## src/rtl/rc5_host_ctrl.sv

```systemverilog
// Initiator-side controller for the RC5 algo core: takes block requests over
// valid/ready, drives the core's encrypt/decrypt level strobe until done, and
// returns a registered result with an error flag for bad rounds or timeout.
module rc5_host_ctrl #(
    parameter int unsigned TIMEOUT_CYCLES = 1024,
    parameter int unsigned MAX_ROUNDS     = 31
) (
    input  logic         clk,
    input  logic         rst,
    input  logic         in_valid,
    output logic         in_ready,
    input  logic         in_op,
    input  logic [4:0]   in_rounds,
    input  logic [127:0] in_key,
    input  logic [31:0]  in_data,
    output logic         out_valid,
    input  logic         out_ready,
    output logic [31:0]  out_data,
    output logic         out_err,
    output logic         algo_encrypt,
    output logic         algo_decrypt,
    output logic [4:0]   algo_num_rounds,
    output logic [127:0] algo_key,
    output logic [31:0]  algo_d_in,
    input  logic [31:0]  algo_d_out,
    input  logic         algo_done,
    output logic         busy
);

    localparam int unsigned TW     = $clog2(TIMEOUT_CYCLES) + 1;
    localparam logic [TW-1:0] T_LAST = TW'(TIMEOUT_CYCLES - 1);
    localparam logic [TW-1:0] T_MAX  = '1;
    localparam logic [4:0]    MAX_R  = 5'(MAX_ROUNDS);

    typedef enum logic [1:0] {
        IDLE  = 2'd0,
        RUN   = 2'd1,
        RESP  = 2'd2,
        DRAIN = 2'd3
    } state_t;

    state_t        state;
    logic [TW-1:0] timer;
    logic [TW-1:0] timer_inc;
    logic          timer_last;
    logic          rounds_bad;

    // Saturating timer step and expiry/round-legality decodes
    assign timer_inc  = (timer == T_MAX) ? timer : timer + TW'(1);
    assign timer_last = (timer == T_LAST);
    assign rounds_bad = (in_rounds == 5'd0) || (in_rounds > MAX_R);

    // Requests are only taken while idle
    assign in_ready = (state == IDLE);

    // Request sequencing, core strobe and response registers
    always_ff @(posedge clk or posedge rst) begin
        if (rst) begin
            state           <= IDLE;
            timer           <= '0;
            out_valid       <= 1'b0;
            out_data        <= '0;
            out_err         <= 1'b0;
            algo_encrypt    <= 1'b0;
            algo_decrypt    <= 1'b0;
            algo_num_rounds <= '0;
            algo_key        <= '0;
            algo_d_in       <= '0;
            busy            <= 1'b0;
        end else begin
            case (state)
                IDLE: begin
                    if (in_valid) begin
                        busy <= 1'b1;
                        if (rounds_bad) begin
                            out_valid <= 1'b1;
                            out_data  <= '0;
                            out_err   <= 1'b1;
                            state     <= RESP;
                        end else begin
                            algo_num_rounds <= in_rounds;
                            algo_key        <= in_key;
                            algo_d_in       <= in_data;
                            algo_encrypt    <= ~in_op;
                            algo_decrypt    <= in_op;
                            timer           <= '0;
                            state           <= RUN;
                        end
                    end
                end
                RUN: begin
                    // done takes priority over a simultaneous timeout
                    if (algo_done) begin
                        algo_encrypt <= 1'b0;
                        algo_decrypt <= 1'b0;
                        out_valid    <= 1'b1;
                        out_data     <= algo_d_out;
                        out_err      <= 1'b0;
                        state        <= RESP;
                    end else if (timer_last) begin
                        algo_encrypt <= 1'b0;
                        algo_decrypt <= 1'b0;
                        out_valid    <= 1'b1;
                        out_data     <= '0;
                        out_err      <= 1'b1;
                        state        <= RESP;
                    end else begin
                        timer <= timer_inc;
                    end
                end
                RESP: begin
                    if (out_ready) begin
                        out_valid <= 1'b0;
                        timer     <= '0;
                        state     <= DRAIN;
                    end
                end
                DRAIN: begin
                    // wait for a stale done to clear before the next request
                    if (!algo_done || timer_last) begin
                        busy  <= 1'b0;
                        state <= IDLE;
                    end else begin
                        timer <= timer_inc;
                    end
                end
                default: state <= IDLE;
            endcase
        end
    end

endmodule
```

## config.mk

```make
export PLATFORM = sky130hd
export DESIGN_NAME = rc5_host_ctrl
export DESIGN_NICKNAME = d
export VERILOG_FILES = /design/src/rtl/rc5_host_ctrl.sv
export SDC_FILE = /design/constraint.sdc
export NUM_CORES = 1
export LEC_CHECK = 0
export CORE_MARGIN = 2
export CORE_UTILIZATION = 25
export CTS_CLUSTER_SIZE = 8
export DETAILED_ROUTE_END_ITERATION = 6
export SYNTH_ARGS = -nofsm -noshare
export SYNTH_HDL_FRONTEND = slang
export SYNTH_SLANG_ARGS = --single-unit
```

## constraint.sdc

```tcl
create_clock -name clk -period 8.3 [get_ports clk]
set_input_delay 0.83 -clock clk [delete_from_list [all_inputs] [get_ports clk]]
set_output_delay 0.83 -clock clk [all_outputs]
set_load 0.02 [all_outputs]
```

# Yosys cells after proc, flatten, opt, wreduce, memory -nomap -nowiden
# Cells that the tools add are included.
# classes
n_reduce_logical	15
shifts	0
bitwise_logic	2
mul	0
n_eq_ne	14
n_lt_le_gt_ge	1
muxes	39
addsub	1
div	0
# ops
cell	count
$mux W32	4
$mux W11	7
$pmux W32 S2	1
$pmux W11 S4	1
$mux W1	14
$ne A2 B2 Y1 const B	7
$mux W2	6
$reduce_and A4 Y1	3
$add A11 B1 Y11 const B	1
$eq A11 B10 Y1 const B	1
$eq A11 B11 Y1 const B	1
$pmux W1 S2	4
$pmux W2 S4	1
$reduce_and A3 Y1	2
$reduce_and A6 Y1	1
$gt A5 B5 Y1 const B	1
$logic_not A5 Y1	1
$reduce_and A5 Y1	1
$eq A2 B2 Y1 const B	2
$reduce_bool A2 Y1	2
$ne A3 B3 Y1 const B	1
$pmux W1 S3	1
$reduce_bool A3 Y1	1
$eq A2 B1 Y1 const B	1
5 further kinds	7
# word_totals
ramBits	0
regBits	215
latchBits	0
n_memories	0
rom_bits	0

# Longest topological paths before layout
# logic_depth
ltp_word	5
ltp_mapped	9

# Worst setup path before layout
# Ideal clock, no wire load.
# synth_timing
kind	input-to-reg
from	in in_rounds[1]
to	reg algo_d_in[10]
setup_time_ns	0.125
cell_stages	5
path_slack_ns	5.847
t_arrival_ns	2.328
required_ns	8.175
cell_sequence	or4_4 -> o211ai_2 -> buf_2 -> buf_4 -> mux2_2
# synth_between
elab_chain_cells	4
elab_cells_between_ends	5
# synth_lines
element	line	rtl
start: declaration	13	input logic [4:0] in_rounds,
$gt A5 B5 Y1 / $logic_not A5 Y1 (equally long branches)	51	assign rounds_bad = (in_rounds == 5'd0) || (in_rounds > MAX_R);
$logic_or A1 B1 Y1 (*)	51	
$not A1 Y1 (no line) (*)	n/a	
$reduce_and A3 Y1 (no line) (*)	n/a	
end signal: assignment	83	algo_d_in <= in_data;
end: declaration	24	output logic [31:0] algo_d_in,
# Mark *: on every way between the ends. The rest lies on a longest branch, timed or not.
# A chain may end at the register's enable or synchronous reset.

# Final worst setup path
# layout_timing
from	in in_rounds[1]
to	reg algo_key[70]
# layout_between
elab_chain_cells	4
elab_cells_between_ends	5
# layout_lines
element	line	rtl
$gt A5 B5 Y1 / $logic_not A5 Y1 (equally long branches)	51	
$logic_or A1 B1 Y1 (*)	51	
$not A1 Y1 (no line) (*)	n/a	
$reduce_and A3 Y1 (no line) (*)	n/a	
end signal: assignment	82	algo_key <= in_key;
end: declaration	23	output logic [127:0] algo_key,
# Marks and branches as above.

==> impl_results.rst <==
.. list-table::
   :header-rows: 1

   * - Metric
     - Value
   * - Routed wire length
     - 24.2 mm
   * - Skew-Pair Late Insertion Delay
     - 0.54 ns
   * - Number of hold buffers added after cts
     - 0
   * - Average routed wire per standard cell
     - 17.1 um
   * - Antenna violation net count after detailed routing
     - 0
   * - Share of post-route cells with drive strength above 1
     - 22.1%
   * - Delay of the slowest cell on the worst path
     - 0.59 ns
   * - Overall track demand over capacity in global routing
     - 13.6%
   * - Core region area
     - 0.0333 mm^2
   * - Post-synthesis instance area
     - 0.00838 mm^2
   * - Slowest cell on crit path
     - or4_4
   * - Overflow left after global routing
     - 0
   * - Critical path data required time
     - 8.71 ns
   * - Endpoint of the worst setup timing path
     - algo_key[70]
   * - Leak pwr
     - 5.71 nW
   * - Global placer's final weighted congestion
     - 0.842
   * - DRT iter0 DRCs
     - 191
   * - Peak ir drop on the vdd network
     - 202 uV
   * - Buffers plus inverters on the worst setup path
     - 2
   * - Number of synthesized register bits
     - 215
   * - Min-delay worst type
     - reg2reg
   * - Shortest period the worst path allows
     - 3.14 ns
   * - Cell count of the worst hold path
     - 1
   * - Total via count in the routed design
     - 6,148
   * - Number of optimization iterations in the first detailed-route pass
     - 4
   * - Synth warnings
     - 0
   * - Total Die Area
     - 0.0350 mm^2
   * - Half-perimeter wire length after placement
     - 17.2 mm
   * - Non-filler cells, final
     - 1,415
   * - Number of inserted diodes
     - 0
   * - Vias per Instance
     - 4.34
   * - CTS tree
     - done
   * - CP endpoint kind
     - flop
   * - Root Buffer Master
     - clkbuf_16
   * - Reg2Reg Depth
     - 6
   * - Clock Skew
     - 0.0108 ns
   * - Number of sinks on the clock net
     - 215
   * - Final cycle utilization of the critical path
     - 37.8%
   * - TNS Setup
     - 0 ns
   * - Syn_nets
     - 761
   * - Post-synthesis cell type count
     - 36
   * - Clock transition at the registers of the reported paths
     - 0.05 ns
   * - Critical path depth
     - 5
   * - Worst setup path category
     - in2reg
   * - TritonCTS Buffers
     - 31
   * - Total I/O pin count
     - 406
   * - Start point of the critical path
     - in_rounds[1]
   * - Hold slack
     - 0.480 ns
   * - Maximum count of clock buffers along a single path
     - 3
   * - Post-synthesis cell count
     - 552
   * - DRC violation count after routing
     - 0
   * - Resized cells post-CTS
     - 0
   * - Initial antenna violation count
     - 0
   * - Final number of hold-violating endpoints
     - 0
   * - Critical Path Source Type
     - primary input
   * - Data arrival time of the critical path
     - 3.55 ns
   * - Top area cells in the synthesized netlist
     - dfrtp_1, mux2_2, a22o_1, buf_4, ha_1
   * - Starting density of the core
     - 25.2%
   * - Number of rows in the core area
     - 67
   * - Largest area contributor in the synthesized netlist
     - dfrtp_1
   * - Die height
     - 187 um
   * - Critical path cell sequence
     - clkdlybuf4s50_1, or4_4, o211ai_4, buf_12, mux2_2
   * - Worst-case headroom to the max-slew limit
     - 18.9%
   * - Critical register-to-register path endpoint
     - out_data[29]
   * - H-tree level count
     - 1
   * - Maximum fanout count along the critical path
     - 160
   * - Setup Buffers After CTS
     - 0
   * - Area growth from synthesis to final layout
     - 63.5%
   * - Cell type group with the largest total delay on the critical path
     - buffers and inverters
   * - Run status
     - finished clean
   * - Die width
     - 187 um
   * - First-pass GRT wire length
     - 38.0 mm
   * - Flop-to-flop setup slack
     - 5.46 ns
   * - Slew at the pin with the worst max-slew slack
     - 1.21 ns
   * - Post-synthesis average cell area
     - 15.2 um^2
   * - Count of final max-slew check failures
     - 0
   * - Achievable Freq
     - 319 MHz
   * - Vias in the first global route
     - 6,623
   * - Maximum number of pins on one net before global-route repair
     - 161
   * - Number of nets in the final layout
     - 1,174
   * - Count of maximum capacitance violations
     - 0
   * - RSZ-0062 raised after global routing
     - false
   * - IO buf count
     - 405
   * - Reg-to-Reg Start
     - timer[0]
   * - Top-area cell type share of the netlist area
     - 64.2%
   * - Number of endpoints failing setup at the final stage
     - 0
   * - Power per Cell Area
     - 408 mW/mm^2
   * - Share of synthesized area occupied by flip-flops and latches
     - 64.2%
   * - Cell count after placement
     - 1,380
   * - Post-layout total power
     - 0.00559 W
==> logic make-up after synthesis <==
family          after synthesis  share of synthesized area [%]
buf+inv                      39                           2.48
mux                         170                           22.8
flops                       215                           64.2
simple gates                 51                           3.24
fa+ha+maj                     6                          0.896
compound gates               71                           6.36
==> report_power, final <==
part	leakage, nW	total, W	internal (W)	switching, W
logic	2.72	0.00268	0.00142	0.00126
clock network	0.402	0.00111	0.000681	0.000429
registers	2.59	0.00180	0.00155	0.000256
==> sequential cells by signal, indices dropped and copies added, names as in the netlist <==
name,count
algo_d_in,32
algo_decrypt,1
out_valid,1
out_err,1
algo_num_rounds,5
algo_key,128
out_data,32
state,2
timer,11
busy,1
algo_encrypt,1
==> through the flow <==
| step | cell area, um^2 | util, % | worst slack, ns |
|---|---|---|---|
| after floorplan | 8380 | - | 1.59 |
| after global placement | 12900 | 38.7 | 4.72 |
| after detailed placement | 12900 | 38.7 | 4.70 |
| after CTS | 13700 | 41.2 | 5.19 |
| after global routing | 13700 | 41.2 | 5.08 |
| final | 13700 | 41.2 | 5.16 |
==> how the worst min path moves through the flow <==
| stage | startpoint | end | slack [ns] |
|---|---|---|---|
| finish | timer[9] | timer[9] | 0.48 |
| detailed placement | timer[9] | timer[9] | 0.48 |
| global placement | timer[9] | timer[9] | 0.48 |
| CTS | timer[9] | timer[9] | 0.49 |
| global route | algo_key[112] | algo_key[112] | 0.51 |
| floorplan | timer[9] | timer[9] | 0.45 |
==> metal layers <==
metal,GRT usage (%),up-vias,wire (um)
met2,22.8,286,11400
met4,5.07,0,867
li1,-,2796,-
met3,4.93,46,2240
met5,0,-,0
met1,15.9,3020,9750
==> Yosys cell counts <==
cell,count
dfrtp_1,215
mux2_2,165
a22o_1,32
nand2_1,17
o21ai_0,14
buf_4,13
buf_2,10
inv_1,10
nor2_1,10
clkbuf_1,6
ha_1,6
a21oi_1,5
a31oi_1,5
mux2i_1,5
nand4_1,4
o22a_1,4
nand3_1,3
nor2b_1,3
or2_2,3
a21boi_0,2
a21oi_2,2
and3_1,2
and4_1,2
o22ai_1,2
a221o_1,1
a31o_2,1
and3_4,1
nand4b_1,1
nor3_1,1
o211ai_2,1
o21a_1,1
o31ai_1,1
or3_1,1
or3b_2,1
or3b_4,1
or4_4,1
==> cells in the final DEF (no fill, tap or decap), drive strengths merged, types with 2 or more instances in the layout <==
cell type | Yosys | final
o22ai | 2 | 2
clkbuf | 6 | 33
a21boi | 2 | 2
o21ai | 14 | 14
mux2i | 5 | 5
a31oi | 5 | 5
or3b | 2 | 2
and4 | 2 | 2
nand2 | 17 | 17
nand3 | 3 | 3
and3 | 3 | 3
a21oi | 7 | 7
a22o | 32 | 32
or2 | 3 | 3
inv | 10 | 10
buf | 23 | 4
o22a | 4 | 4
nand4 | 4 | 4
nor2 | 10 | 10
nor2b | 3 | 3
clkdlybuf4s50 | 0 | 405
ha | 6 | 6
dfrtp | 215 | 215
mux2 | 165 | 165
==> worst reg2reg max path, delay by kind of cell, from the launching register on <==
family          cells  cell delay [ns]
simple gates        3             1.27
fa+ha+maj           1             0.21
flops               1             0.37
compound gates      2             0.88
==> area by class of cell <==
type                    count  area (um^2)
well taps                 448          561
clock buffers              33          783
flip-flops and latches    215         5380
clock inverters             2         35.0
inverters                  10         45.0
multi-input cells         298         2800
repair buffers            409         4100
fillers                  3165        19600
No activity file was read; power rests on OpenSTA's default activity.
